`src/rtl/mouse_cursor_overlay.sv`:
```
// rtl/mouse_cursor_overlay.sv - 16x16 arrow cursor overlay on the 3-bit VGA stream with click capture
// Two-stage pixel pipeline on PIX_EN; mouse inputs resynchronised and skew-filtered.
module mouse_cursor_overlay #(
    parameter int H_ACTIVE = 640,
    parameter int V_ACTIVE = 480,
    parameter int RST_X    = 320,
    parameter int RST_Y    = 199
) (
    input  logic        CLK_50MHZ,
    input  logic        MASTER_RST,
    input  logic        PIX_EN,
    input  logic [11:0] HCOUNT,
    input  logic [11:0] VCOUNT,
    input  logic [2:0]  RGB_IN,
    input  logic [11:0] XCOORD,
    input  logic [11:0] YCOORD,
    input  logic        L_BUTTON,
    input  logic        M_BUTTON,
    input  logic        R_BUTTON,
    output logic [2:0]  RGB_OUT,
    output logic        CURSOR_ON,
    output logic        L_CLICK,
    output logic        R_CLICK,
    output logic [11:0] CLICK_X,
    output logic [11:0] CLICK_Y
);

    localparam logic [11:0] H_ACT = 12'(H_ACTIVE);
    localparam logic [11:0] V_ACT = 12'(V_ACTIVE);
    localparam logic [11:0] X_RST = 12'(RST_X);
    localparam logic [11:0] Y_RST = 12'(RST_Y);

    // Each row holds 16 two-bit codes, leftmost pixel in the top bits.
    function automatic logic [1:0] sprite_code(input logic [7:0] addr);
        logic [31:0] row;
        logic [31:0] shifted;
        case (addr[7:4])
            4'd0:    row = 32'h4000_0000;
            4'd1:    row = 32'h5000_0000;
            4'd2:    row = 32'h6400_0000;
            4'd3:    row = 32'h6900_0000;
            4'd4:    row = 32'h6A40_0000;
            4'd5:    row = 32'h6A90_0000;
            4'd6:    row = 32'h6AA4_0000;
            4'd7:    row = 32'h6AA9_0000;
            4'd8:    row = 32'h6AAA_4000;
            4'd9:    row = 32'h6AAA_9000;
            4'd10:   row = 32'h6AA5_5400;
            4'd11:   row = 32'h69A4_0000;
            4'd12:   row = 32'h6469_0000;
            4'd13:   row = 32'h5069_0000;
            4'd14:   row = 32'h401A_4000;
            default: row = 32'h007D_0000;
        endcase
        shifted = row << {addr[3:0], 1'b0};
        return shifted[31:30];
    endfunction

    logic [11:0] x_s1_q, x_s2_q, x_prev_q;
    logic [11:0] y_s1_q, y_s2_q, y_prev_q;
    logic [2:0]  btn_s1_q, btn_s2_q, btn_prev_q;
    logic [11:0] stable_x_q, stable_y_q;
    logic [11:0] cur_x_q, cur_y_q;
    logic        win_q, act_q;
    logic [7:0]  addr_q;
    logic [2:0]  rgb_dly_q;
    logic [2:0]  rgb_out_q;
    logic        cursor_on_q;
    logic        l_click_q, r_click_q;
    logic [11:0] click_x_q, click_y_q;

    logic [12:0] dx, dy;
    logic        active_d, win_d, latch_d, stable_ok;
    logic [7:0]  addr_d;
    logic [1:0]  code;
    logic [2:0]  fill;
    logic [2:0]  rgb_out_d;
    logic        cursor_on_d;
    logic        l_click_d, r_click_d;

    always_comb begin
        dx          = {1'b0, HCOUNT} - {1'b0, cur_x_q};
        dy          = {1'b0, VCOUNT} - {1'b0, cur_y_q};
        active_d    = (HCOUNT < H_ACT) && (VCOUNT < V_ACT);
        win_d       = (HCOUNT >= cur_x_q) && (dx <= 13'd15) &&
                      (VCOUNT >= cur_y_q) && (dy <= 13'd15) && active_d;
        addr_d      = {dy[3:0], dx[3:0]};
        latch_d     = PIX_EN && (HCOUNT == 12'd0) && (VCOUNT == V_ACT);
        stable_ok   = (x_s2_q == x_prev_q) && (y_s2_q == y_prev_q);
        l_click_d   = btn_s2_q[2] && !btn_prev_q[2];
        r_click_d   = btn_s2_q[0] && !btn_prev_q[0];

        code        = sprite_code(addr_q);
        fill        = (|btn_s2_q) ? 3'b110 : 3'b111;
        rgb_out_d   = rgb_dly_q;
        cursor_on_d = 1'b0;
        if (!act_q) begin
            rgb_out_d = 3'b000;
        end else if (win_q && code != 2'b00) begin
            cursor_on_d = 1'b1;
            case (code)
                2'b01:   rgb_out_d = 3'b000;
                2'b10:   rgb_out_d = fill;
                default: rgb_out_d = ~rgb_dly_q;
            endcase
        end
    end

    always_ff @(posedge CLK_50MHZ or posedge MASTER_RST) begin
        if (MASTER_RST) begin
            x_s1_q      <= '0;
            x_s2_q      <= '0;
            x_prev_q    <= '0;
            y_s1_q      <= '0;
            y_s2_q      <= '0;
            y_prev_q    <= '0;
            btn_s1_q    <= '0;
            btn_s2_q    <= '0;
            btn_prev_q  <= '0;
            stable_x_q  <= X_RST;
            stable_y_q  <= Y_RST;
            cur_x_q     <= X_RST;
            cur_y_q     <= Y_RST;
            win_q       <= 1'b0;
            act_q       <= 1'b0;
            addr_q      <= '0;
            rgb_dly_q   <= '0;
            rgb_out_q   <= '0;
            cursor_on_q <= 1'b0;
            l_click_q   <= 1'b0;
            r_click_q   <= 1'b0;
            click_x_q   <= X_RST;
            click_y_q   <= Y_RST;
        end else begin
            x_s1_q     <= XCOORD;
            x_s2_q     <= x_s1_q;
            x_prev_q   <= x_s2_q;
            y_s1_q     <= YCOORD;
            y_s2_q     <= y_s1_q;
            y_prev_q   <= y_s2_q;
            btn_s1_q   <= {L_BUTTON, M_BUTTON, R_BUTTON};
            btn_s2_q   <= btn_s1_q;
            btn_prev_q <= btn_s2_q;
            // Only a pair seen unchanged for two cycles is trusted.
            if (stable_ok) begin
                stable_x_q <= x_s2_q;
                stable_y_q <= y_s2_q;
            end
            if (latch_d) begin
                cur_x_q <= stable_x_q;
                cur_y_q <= stable_y_q;
            end
            if (PIX_EN) begin
                win_q       <= win_d;
                act_q       <= active_d;
                addr_q      <= addr_d;
                rgb_dly_q   <= RGB_IN;
                rgb_out_q   <= rgb_out_d;
                cursor_on_q <= cursor_on_d;
            end
            l_click_q <= l_click_d;
            r_click_q <= r_click_d;
            if (l_click_d || r_click_d) begin
                click_x_q <= stable_x_q;
                click_y_q <= stable_y_q;
            end
        end
    end

    assign RGB_OUT   = rgb_out_q;
    assign CURSOR_ON = cursor_on_q;
    assign L_CLICK   = l_click_q;
    assign R_CLICK   = r_click_q;
    assign CLICK_X   = click_x_q;
    assign CLICK_Y   = click_y_q;

endmodule

```
`config.mk`:
```
export PLATFORM = sky130hd
export DESIGN_NAME = mouse_cursor_overlay
export DESIGN_NICKNAME = d
export VERILOG_FILES = /design/src/rtl/mouse_cursor_overlay.sv
export SDC_FILE = /design/constraint.sdc
export NUM_CORES = 1
export LEC_CHECK = 0
export CORE_UTILIZATION = 56
export CTS_CLUSTER_SIZE = 16
export DETAILED_ROUTE_END_ITERATION = 10
export GPL_TIMING_DRIVEN = 0
export PLACE_DENSITY = 0.91
export SLEW_MARGIN = 20
export SYNTH_ARGS = -nofsm -noshare
export SYNTH_HDL_FRONTEND = slang
export SYNTH_SLANG_ARGS = --single-unit
```
`constraint.sdc`:
```
create_clock -name CLK_50MHZ -period 7.7 [get_ports CLK_50MHZ]
set_input_delay 2.31 -clock CLK_50MHZ [delete_from_list [all_inputs] [get_ports CLK_50MHZ]]
set_output_delay 2.31 -clock CLK_50MHZ [all_outputs]
set_load 0.1 [all_outputs]
```
Word level (Yosys, flattened, before mapping)
Memory sizes are Yosys's and may differ from the RTL's.
Index checks and enable logic that the tools add are counted.

operators by class
  add/sub/neg operators = 2
  order comparisons = 6
  equal/unequal tests = 5
  shift operators = 1
  mux-type cells = 6
  bitwise logic cells = 1
  reductions and logical operators = 17

operator list
  operator              count
  $shl 32x5->32         1
  $le 13x4->1 const B   2
  $sub 12x12->13        2
  $eq 12x12->1          2
  $ge 12x12->1          2
  $eq 12x9->1 const B   1
  $logic_not 12->1      1
  $lt 12x10->1 const B  1
  $lt 12x9->1 const B   1
  $logic_and 1x1->1     11
  $mux 3                2
  $pmux 3 s2            1
  $mux 1                3
  $not 3->3             1
  $reduce_or 3->1       1
  $eq 2x1->1 const B    1
  $eq 2x2->1 const B    1
  $logic_not 1->1       2
  $reduce_bool 2->1     1
  $logic_or 1x1->1      1

word-level totals
  bits in registers = 172
  bits in read-only memories = 304
  input port bits = 57
  output and inout port bits = 30
  word-level logic and storage cells = 62
  memories kept = 1

memory list
  name              words  bits a word  read ports  clocked after memory_dff  write ports  line  source
  (name not given)  16     19           1           0                         0            37    case (addr[7:4])

Logic depth before layout (Yosys ltp)
Gate-level depths: netlist (run 1).

  depth in word-level cells = 6
  gate-level depth with buffers = 15
  depth with buffers taken out = 15

Least setup slack after synthesis (run 1)
Ideal clock, no wire load.

  kind = input to register
  start = in VCOUNT[0]
  end = reg win_q
  setup time = 0.076 ns
  data arrival time = 4.640 ns
  required time = 7.624 ns
  setup slack = 2.983 ns
  cell stages on the path = 10
  buffers on the path = 0
  cell sequence = inv_1 > ha_1 > fa_1 > nand2b_1 > a21oi_1 > a31o_2 > a21oi_1 > or4_1 > or4_1 > o21ai_1

between the ends
  word-level cells in the longest chain between the ends = 4
  elaborated cells between the ends (all ways) = 8
  those cells by class = 1 x add/sub; 3 x order compare; 4 x reduce/logical

RTL lines
  what                                                     line    source
  start: declaration                                       13      input logic [11:0] VCOUNT,
  $sub 12x12->13 / $ge 12x12->1 (equally long branches)    83, 86
  $le 13x4->1 / $logic_and 1x1->1 (equally long branches)  86, 85
  $logic_and 1x1->1                                        86      (VCOUNT >= cur_y_q) && (dy <= 13'd15) && active_d;
  $logic_and 1x1->1 (*)                                    86
  end signal: assignment                                   154     win_q <= win_d;
  end: declaration                                         64      logic win_q, act_q;

Every way passes the cells marked *; elsewhere a longest branch is shown, timed or not.
A chain may end at the register's enable or synchronous reset.

Worst setup path in the final report (run 1)
Same ends and word-level chain as after synthesis.

==> impl_metrics.env, run 1 <==
export IMPL_holdBufCountCts=0
export IMPL_final_cell_mix="dfrtp_1 (150), clkdlybuf4s50_1 (86), mux2_2 (57)"
export IMPL_nets=834
export IMPL_cts_sinks=171
export IMPL_ys_types=66
export IMPL_peakVddDrop_v=0.000197
export IMPL_dr_total_vias=5496
export IMPL_cp_data_arrival_time_ns=5.58
export IMPL_rsz0062_at_grt="no"
export IMPL_worst_slew_pin_slew_ns=1.00
export IMPL_first_iter_violations=592
export IMPL_critPathMaxStageDelay_ns=0.54
export IMPL_skew_ns=0.0102
export IMPL_synthesis_nets=728
export IMPL_grt_pass1_wl_um=29000
export IMPL_report_final_slew_viol_count=0
export IMPL_cts_buffer_depth=2
export IMPL_crit_type="input port to flop"
export IMPL_async_flop_share=1.00
export IMPL_yosys_register_bits=171
export IMPL_start_util=0.573
export IMPL_viasPerCell=5.90
export IMPL_yosys_warnings=0
export IMPL_p_leak_uw=0.00415
export IMPL_r2r_setup_slack_ns=4.43
export IMPL_fin_crit_sh=0.680
export IMPL_clk_pin_slew_ns=0.07
export IMPL_synth_area_leader_cell="dfrtp_1"
export IMPL_place_area_um2=8670
export IMPL_ctsResizeCount=0
export IMPL_drcViolationCount=0
export IMPL_dr_pass1_iters=6
export IMPL_die_x_um=118
export IMPL_critPathLaunchType="input port"
export IMPL_synth_edff_count=0
export IMPL_period_needed_ns=5.24
export IMPL_cp_max_fo=4
export IMPL_row_count=42
export IMPL_powerDensity_nw_per_um2=213
export IMPL_htreeDepth=4
export IMPL_num_antenna_cells=0
export IMPL_cpMaxStageDelayCell="clkdlybuf4s50_1"
export IMPL_grt_use_total=0.274
export IMPL_io_pins=87
export IMPL_slew_headroom=0.330
export IMPL_synth_top_area_frac=0.497
export IMPL_final_common_cell="dfrtp_1"
export IMPL_cts_setup_buffers=0
export IMPL_timing_hold_ws_ns=0.340
export IMPL_synth_avg_cell_area_um2=11.9
export IMPL_dp_hpwl_um=13000
export IMPL_design_area_um2=9270
export IMPL_drv_cap=0
export IMPL_syn_inst=636
export IMPL_grt_max_degree=91
export IMPL_hold_viol=0
export IMPL_seq_area_frac_synth=0.570
export IMPL_area_growth_pct=22.7
export IMPL_dieArea_um2=14000
export IMPL_hold_class="flop to flop"
export IMPL_core_area_um2=13200
export IMPL_cts_tree="yes"
export IMPL_max_freq_mhz=191
export IMPL_antenna_found_initial=0
export IMPL_status="finished clean"
export IMPL_drtAntennaViolNets=0
export IMPL_synth_area_leaders="dfrtp_1 (50%), mux2_2 (8.5%), dfstp_2 (7.3%)"
export IMPL_clockRootBuffer="clkbuf_16"
export IMPL_portBuffers=86
export IMPL_worstPathRequired_ns=8.04
export IMPL_drive_above_1_share=0.174
export IMPL_cts_made_buffers=17
export IMPL_first_global_vias=5547
export IMPL_worstPathCellList="clkdlybuf4s50_1, inv_1, ha_1, fa_1, nand2b_1, a21oi_1, a31o_2, a21oi_1, or4_1, or4_1, o21ai_1"
export IMPL_power_total_uw=1980
export IMPL_worstSetupEndpointType="flop"
export IMPL_synth_main_ff_cell="dfrtp_1"
export IMPL_synth_area_um2=7560
export IMPL_insertion_delay_ns=0.42
export IMPL_die_h_um=118
export IMPL_drt_total_wl_um=18400
export IMPL_setup_violations=0
export IMPL_wl_per_cell_um=19.8
export IMPL_grt_overflow_total=0
export IMPL_place_congestion=0.927
## kinds of logic after synthesis
family                     after synthesis  share of synthesized area
DFF                                    171                      0.570
and+or+nand+nor                        150                      0.105
AOI/OAI and AO/OA                      124                      0.103
buffers and inverters                   66                     0.0371
muxes                                   64                     0.0959
adders and majority gates               35                     0.0599
xor gates and xnor gates                26                     0.0301
## state kept, by name (all words and copies together), names as in the netlist, 2 cells and up
name and flops:
CLICK_X 12, x_prev_q 12, btn_s2_q 3, btn_prev_q 2, cur_y_q 12, CLICK_Y 12, rgb_dly_q 3, x_s1_q 12
stable_y_q 12, y_s2_q 12, y_prev_q 12, cur_x_q 12, x_s2_q 12, RGB_OUT 3, btn_s1_q 3, addr_q 8
stable_x_q 12, y_s1_q 12
## power breakdown
part / switching (uW) / total (uW) / internal (uW)
clock: 363 / 849 / 486
sequential: 20.8 / 948 / 927
combinational: 101 / 182 / 81.1
## synthesized netlist by cell type (10+ instances only)
master	count
dfstp_2	21
o21ai_0	39
a211oi_1	10
inv_1	47
a21oi_1	29
o22ai_1	10
ha_1	33
xnor2_1	10
dfrtp_1	150
nand2b_1	12
mux2_2	57
nand2_1	44
nor2_1	29
clkbuf_1	10
xor2_1	16
## metal layers
metal | wire length [um] | track usage | share of wire
met1 | 7540 | 0.348 | 0.41
met2 | 9030 | 0.454 | 0.49
met3 | 1090 | 0.0439 | 0.059
met4 | 781 | 0.141 | 0.042
met5 | 0 | 0 | 0
## path summary, 6_finish.rpt
path	startpoint	endpoint	depth (start not counted)
worst max register to register	addr_q[5]	RGB_OUT[0]	13
min in group asynchronous	MASTER_RST	stable_y_q[9]	2
worst min-delay path	y_s1_q[8]	y_s2_q[8]	0
worst max-delay path	VCOUNT[0]	win_q	11
worst min register to register	y_s1_q[8]	y_s2_q[8]	0
max in group asynchronous	MASTER_RST	CLICK_X[8]	3
## critical path: cells and delay by family
family                     cells  cell delay, ns
adders and majority gates      2            0.65
AOI/OAI and AO/OA              4            0.75
and+or+nand+nor                3            1.26
buffers and inverters          2            0.61
## final cells by class
class	count	area (um2)
inverters	49	191
multi-input cells	399	2980
clock buffers	18	429
repair buffers	87	888
flip-flops and latches	171	4310
fillers	844	3920
plain buffers	17	96.3
well taps	176	220
clock inverters	14	163
## through the flow
step	util	cells	setup TNS (ns)	setup WS (ns)
after detailed placement	0.658	899	0	2.09
after CTS	0.702	931	0	2.49
final	0.703	931	0	2.46
after floorplan	-	636	0	0.793
after global routing	0.703	931	0	2.29
after global placement	0.655	898	-109.94	-0.740
Power figures use the tool's default switching activity.
==> inputs of run 2 (changes only) <==
--- a/config.mk
+++ b/config.mk
@@ -5,11 +5,11 @@
 export SDC_FILE = /design/constraint.sdc
 export NUM_CORES = 1
 export LEC_CHECK = 0
-export CORE_UTILIZATION = 56
+export CORE_UTILIZATION = 51
 export CTS_CLUSTER_SIZE = 16
 export DETAILED_ROUTE_END_ITERATION = 10
 export GPL_TIMING_DRIVEN = 0
-export PLACE_DENSITY = 0.91
+export PLACE_DENSITY = 0.88
 export SLEW_MARGIN = 20
 export SYNTH_ARGS = -nofsm -noshare
 export SYNTH_HDL_FRONTEND = slang
==> constraint.sdc (replaced) <==
create_clock -name CLK_50MHZ -period 4.8 [get_ports CLK_50MHZ]
set_input_delay 1.44 -clock CLK_50MHZ [delete_from_list [all_inputs] [get_ports CLK_50MHZ]]
set_output_delay 1.44 -clock CLK_50MHZ [all_outputs]
set_load 0.1 [all_outputs]
==> run 2 against run 1 <==
  * Sequential cell count unchanged
  * Routed wire length fell by 8.5%
  * Clock skew is 0.0046 ns lower
  * Design area increased by 1.6%
  * Via count shrank 3.9%
  * Worst setup slack lost 2.1 ns
  * Die area increased by 9.6%
  * Global-route usage shrank 3.7 points
  * Final cell count up 1.3%
  * Combinational power grew 62%
  * Register-to-register slack worse by 3.0 ns
  * Highest routed layer unchanged
==> impl_metrics.env, run 2 (synthesis results as in run 1) <==
export IMPL_status="finished clean"
export IMPL_worst_slack_ns=0.411
export IMPL_powerDensity_nw_per_um2=352
export IMPL_reg2reg_from="addr_q[0]"
export IMPL_grt_overflow_total=0
export IMPL_worstSetupEndpointType="flop"
export IMPL_cp_max_fo=5
export IMPL_dp_hpwl_um=12200
export IMPL_dr_total_vias=5282
export IMPL_min_from="y_s1_q[5]"
export IMPL_cts_tree="yes"
export IMPL_dieArea_um2=15300
export IMPL_place_area_um2=8750
export IMPL_cts_buffer_depth=2
export IMPL_report_final_slew_viol_count=0
export IMPL_rsz0062_at_grt="no"
export IMPL_dr_pass1_iters=5
export IMPL_period_needed_ns=4.39
export IMPL_holdBufCountCts=0
export IMPL_reg2reg_to="RGB_OUT[0]"
export IMPL_io_pins=87
export IMPL_cpMaxStageDelayCell="or4_1"
export IMPL_insertion_delay_ns=0.42
export IMPL_r2r_setup_slack_ns=1.45
export IMPL_portBuffers=86
export IMPL_final_cell_mix="dfrtp_1 (150), clkdlybuf4s50_1 (86), mux2_2 (57)"
export IMPL_grt_pass1_wl_um=26700
export IMPL_multi_input_area_um2=2980
export IMPL_slew_headroom=0.328
export IMPL_grtUsageMet3=0.0485
export IMPL_design_area_um2=9420
export IMPL_drive_above_1_share=0.177
export IMPL_clk_pin_slew_ns=0.06
export IMPL_worstPathRequired_ns=5.15
export IMPL_power_total_uw=3310
export IMPL_start_util=0.522
export IMPL_r2r_cells=13
export IMPL_pre_cts_ws_ns=0.0401
export IMPL_cts_setup_buffers=0
export IMPL_final_common_cell="dfrtp_1"
export IMPL_critPathMaxStageDelay_ns=0.56
export IMPL_drcViolationCount=0
export IMPL_grt_use_total=0.237
export IMPL_drtAntennaViolNets=0
export IMPL_worstPathCellList="clkdlybuf4s50_1, inv_1, ha_1, fa_1, nand2b_1, a21oi_1, o22a_2, a211oi_1, or4_1, or4_1, o21ai_1"
export IMPL_cp_data_arrival_time_ns=4.74
export IMPL_num_antenna_cells=0
export IMPL_wl_per_cell_um=17.9
export IMPL_htreeDepth=4
export IMPL_clockRootBuffer="clkbuf_16"
export IMPL_grt_use_met2=0.393
export IMPL_register_area_um2=4310
export IMPL_fin_crit_sh=0.914
export IMPL_critPathLaunchType="input port"
export IMPL_place_congestion=0.940
export IMPL_min_path_cells=0
export IMPL_p_leak_uw=0.00422
export IMPL_crit_type="input port to flop"
export IMPL_min_to="y_s2_q[5]"
export IMPL_nets=838
export IMPL_first_iter_violations=359
export IMPL_crit_path_frequent_cell="or4_1"
export IMPL_hold_class="flop to flop"
export IMPL_viasPerCell=5.60
export IMPL_row_count=44
export IMPL_cts_sinks=171
export IMPL_skew_ns=0.00554
export IMPL_worst_slew_pin_slew_ns=1.01
export IMPL_area_growth_pct=24.6
export IMPL_first_global_vias=5248
export IMPL_peakVddDrop_v=0.000286
export IMPL_setup_violations=0
export IMPL_busiest_layer="met2"
export IMPL_die_x_um=124
export IMPL_core_area_um2=14500
export IMPL_antenna_found_initial=0
export IMPL_die_h_um=124
export IMPL_cts_made_buffers=17
export IMPL_cpLargestDelayFamily="simple AND/OR/NAND/NOR gates"
export IMPL_drv_cap=0
export IMPL_n_fill_cell=1051
export IMPL_setup_tns_final_ns=0
export IMPL_max_freq_mhz=228
export IMPL_hold_viol=0
export IMPL_drt_total_wl_um=16900
export IMPL_grt_max_degree=38
export IMPL_use_met1=0.301
export IMPL_ctsResizeCount=0
export IMPL_path_buf_inv=2
## run 2: worst max-delay path by stage
| stage | start | cells past startpoint | endpoint |
|---|---|---|---|
| final | HCOUNT[0] | 11 | win_q |
| after global routing | VCOUNT[0] | 11 | win_q |
| after CTS | HCOUNT[0] | 11 | win_q |
| after detailed placement | HCOUNT[0] | 11 | win_q |
| after global placement | HCOUNT[0] | 11 | win_q |
| after floorplan | VCOUNT[0] | 10 | win_q |
## run 2: power breakdown
group          internal (uW)  switching, uW  leakage, uW
Clock                    967            531     0.000317
Combinational            136            159      0.00188
Sequential              1490           32.6      0.00202
## run 2: metal layers
| metal | wire (um) | up-vias |
|---|---|---|
| met5 | 0 | - |
| met3 | 790 | 33 |
| met2 | 8500 | 197 |
| li1 | - | 2470 |
| met4 | 414 | 0 |
| met1 | 7170 | 2582 |
## run 2: final cells by class
type | count | share of cell area
flip-flops and latches | 171 | 0.457
well taps | 184 | 0.0244
inverters | 49 | 0.0199
clock buffers | 22 | 0.0503
clock inverters | 10 | 0.0199
plain buffers | 17 | 0.0102
multi-input cells | 399 | 0.316
repair buffers | 91 | 0.102
## run 2: per-stage QoR
step,hold WS (ns),utilization,std cells
2_1_floorplan,0.331,-,636
3_3_place_gp,0.332,0.598,906
3_5_place_dp,0.335,0.604,911
4_1_cts,0.348,0.650,943
5_1_grt,0.354,0.651,943
6_report,0.347,0.651,943
==> inputs of run 3 (changes only) <==
--- a/config.mk
+++ b/config.mk
@@ -5,11 +5,11 @@
 export SDC_FILE = /design/constraint.sdc
 export NUM_CORES = 1
 export LEC_CHECK = 0
-export CORE_UTILIZATION = 51
+export CORE_UTILIZATION = 50
 export CTS_CLUSTER_SIZE = 16
 export DETAILED_ROUTE_END_ITERATION = 10
 export GPL_TIMING_DRIVEN = 0
-export PLACE_DENSITY = 0.88
+export PLACE_DENSITY = 0.86
 export SLEW_MARGIN = 20
 export SYNTH_ARGS = -nofsm -noshare
 export SYNTH_HDL_FRONTEND = slang
==> run 3 against run 2 <==
  * The run now ends with design-rule violations left
  * Power down 0.99%
  * Core utilization down 0.80 points
  * Clock power about the same
  * First-iteration DRC count down 3.3%
  * Worst setup slack worse by 0.022 ns
  * Non-clock buffer count unchanged
  * Highest routed layer unchanged
==> impl_metrics.env, run 3 (synthesis results as in run 1) <==
export IMPL_worstSetupEndpointType="flop"
export IMPL_worst_slew_pin_slew_ns=0.995
export IMPL_grt_max_degree=37
export IMPL_drcViolationCount=10
export IMPL_multi_input_area_um2=2980
export IMPL_grt_use_met2=0.381
export IMPL_final_common_cell="dfrtp_1"
export IMPL_setup_violations=0
export IMPL_core_area_um2=14600
export IMPL_cts_tree="yes"
export IMPL_max_freq_mhz=227
export IMPL_final_cell_mix="dfrtp_1 (150), clkdlybuf4s50_1 (86), mux2_2 (57)"
export IMPL_worst_slack_ns=0.389
export IMPL_busiest_layer="met2"
export IMPL_clockRootBuffer="clkbuf_16"
export IMPL_io_pins=87
export IMPL_dr_total_vias=5265
export IMPL_first_iter_violations=347
export IMPL_fin_crit_sh=0.919
export IMPL_drive_above_1_share=0.179
export IMPL_period_needed_ns=4.41
export IMPL_worstPathRequired_ns=5.15
export IMPL_skew_ns=0.00815
export IMPL_ctsResizeCount=0
export IMPL_drv_cap=0
export IMPL_grt_overflow_total=0
export IMPL_viasPerCell=5.58
export IMPL_report_final_slew_viol_count=0
export IMPL_critPathLaunchType="input port"
export IMPL_cp_data_arrival_time_ns=4.76
export IMPL_cp_max_fo=5
export IMPL_rsz0062_at_grt="no"
export IMPL_row_count=44
export IMPL_setup_tns_final_ns=0
export IMPL_register_area_um2=4310
export IMPL_grt_pass1_wl_um=27400
export IMPL_cts_sinks=171
export IMPL_dp_hpwl_um=12300
export IMPL_drt_total_wl_um=16600
export IMPL_status="finished, violations left"
export IMPL_die_x_um=125
export IMPL_grt_use_total=0.229
export IMPL_htreeDepth=4
export IMPL_area_growth_pct=24.5
export IMPL_hold_class="flop to flop"
export IMPL_cts_buffer_depth=2
export IMPL_hold_viol=0
export IMPL_power_total_uw=3280
export IMPL_nets=838
export IMPL_n_fill_cell=1083
export IMPL_wl_per_cell_um=17.6
export IMPL_grtUsageMet3=0.0449
export IMPL_violations="design-rule violations"
export IMPL_slew_headroom=0.335
export IMPL_peakVddDrop_v=0.000306
export IMPL_portBuffers=86
export IMPL_crit_type="input port to flop"
export IMPL_cts_made_buffers=17
export IMPL_timing_hold_ws_ns=0.347
export IMPL_start_util=0.516
export IMPL_antenna_found_initial=1
export IMPL_insertion_delay_ns=0.42
export IMPL_dieArea_um2=15600
export IMPL_first_global_vias=5289
export IMPL_r2r_setup_slack_ns=1.63
export IMPL_holdBufCountCts=0
export IMPL_powerDensity_nw_per_um2=349
export IMPL_place_congestion=0.902
export IMPL_finalNonFillerCells=944
export IMPL_dp_cells=911
export IMPL_drtAntennaViolNets=0
export IMPL_cts_setup_buffers=0
export IMPL_dr_pass1_iters=8
export IMPL_clk_pin_slew_ns=0.06
export IMPL_pre_cts_ws_ns=0.0323
export IMPL_die_h_um=125
export IMPL_use_met1=0.297
export IMPL_p_leak_uw=0.00421
run 3: cell types whose count changed in the layout (fill, tap and decap cells not counted), sizes merged:
| cell | previous run | this run |
|---|---|---|
| clkbuf | 32 | 30 |
| diode | 0 | 1 |
| bufinv | 5 | 4 |
| inv | 48 | 50 |
| clkinv | 3 | 4 |
run 3: cell type report:
type                       instances  area share
clock inverter                    12      0.0194
buffer                            17      0.0102
clock buffer                      20      0.0496
inverter                          49      0.0199
sequential                       171       0.458
tap                              184      0.0245
antenna                            1    0.000266
multi-input combinational        399       0.316
timing repair buffer              91       0.102
run 3: worst paths after layout:
kind	start	endpoint	cells past startpoint
hold reg to reg	y_s1_q[5]	y_s2_q[5]	0
setup / recovery	HCOUNT[0]	win_q	11
setup reg to reg	cur_x_q[0]	win_q	9
min in group asynchronous	MASTER_RST	x_s1_q[4]	2
hold / removal	y_s1_q[5]	y_s2_q[5]	0
max in group asynchronous	MASTER_RST	stable_x_q[6]	4
run 3: routing by layer:
| metal | vias up | part of all wire |
|---|---|---|
| li1 | 2463 | - |
| met1 | 2548 | 0.42 |
| met2 | 211 | 0.49 |
| met5 | - | 0 |
| met4 | 0 | 0.030 |
| met3 | 43 | 0.060 |
run 3: report_power, final:
part	internal, uW	switching (uW)
clock	918	550
combinational	135	156
sequential	1490	32.3
run 3: worst max-delay path: stages:
cell	delay [ns]
clkdlybuf4s50_1	0.53
inv_1	0.07
ha_1	0.23
fa_1	0.41
nand2b_1	0.19
a21oi_1	0.30
o22a_2	0.26
a211oi_1	0.09
or4_1	0.56
or4_1	0.53
o21ai_1	0.15
run 3: through the flow:
step                      cell area, um2   util
after detailed placement            8750  0.598
after global routing                9410  0.643
after global placement              8650  0.591
final                               9410  0.643
after CTS                           9400  0.642
after floorplan                     7560      -
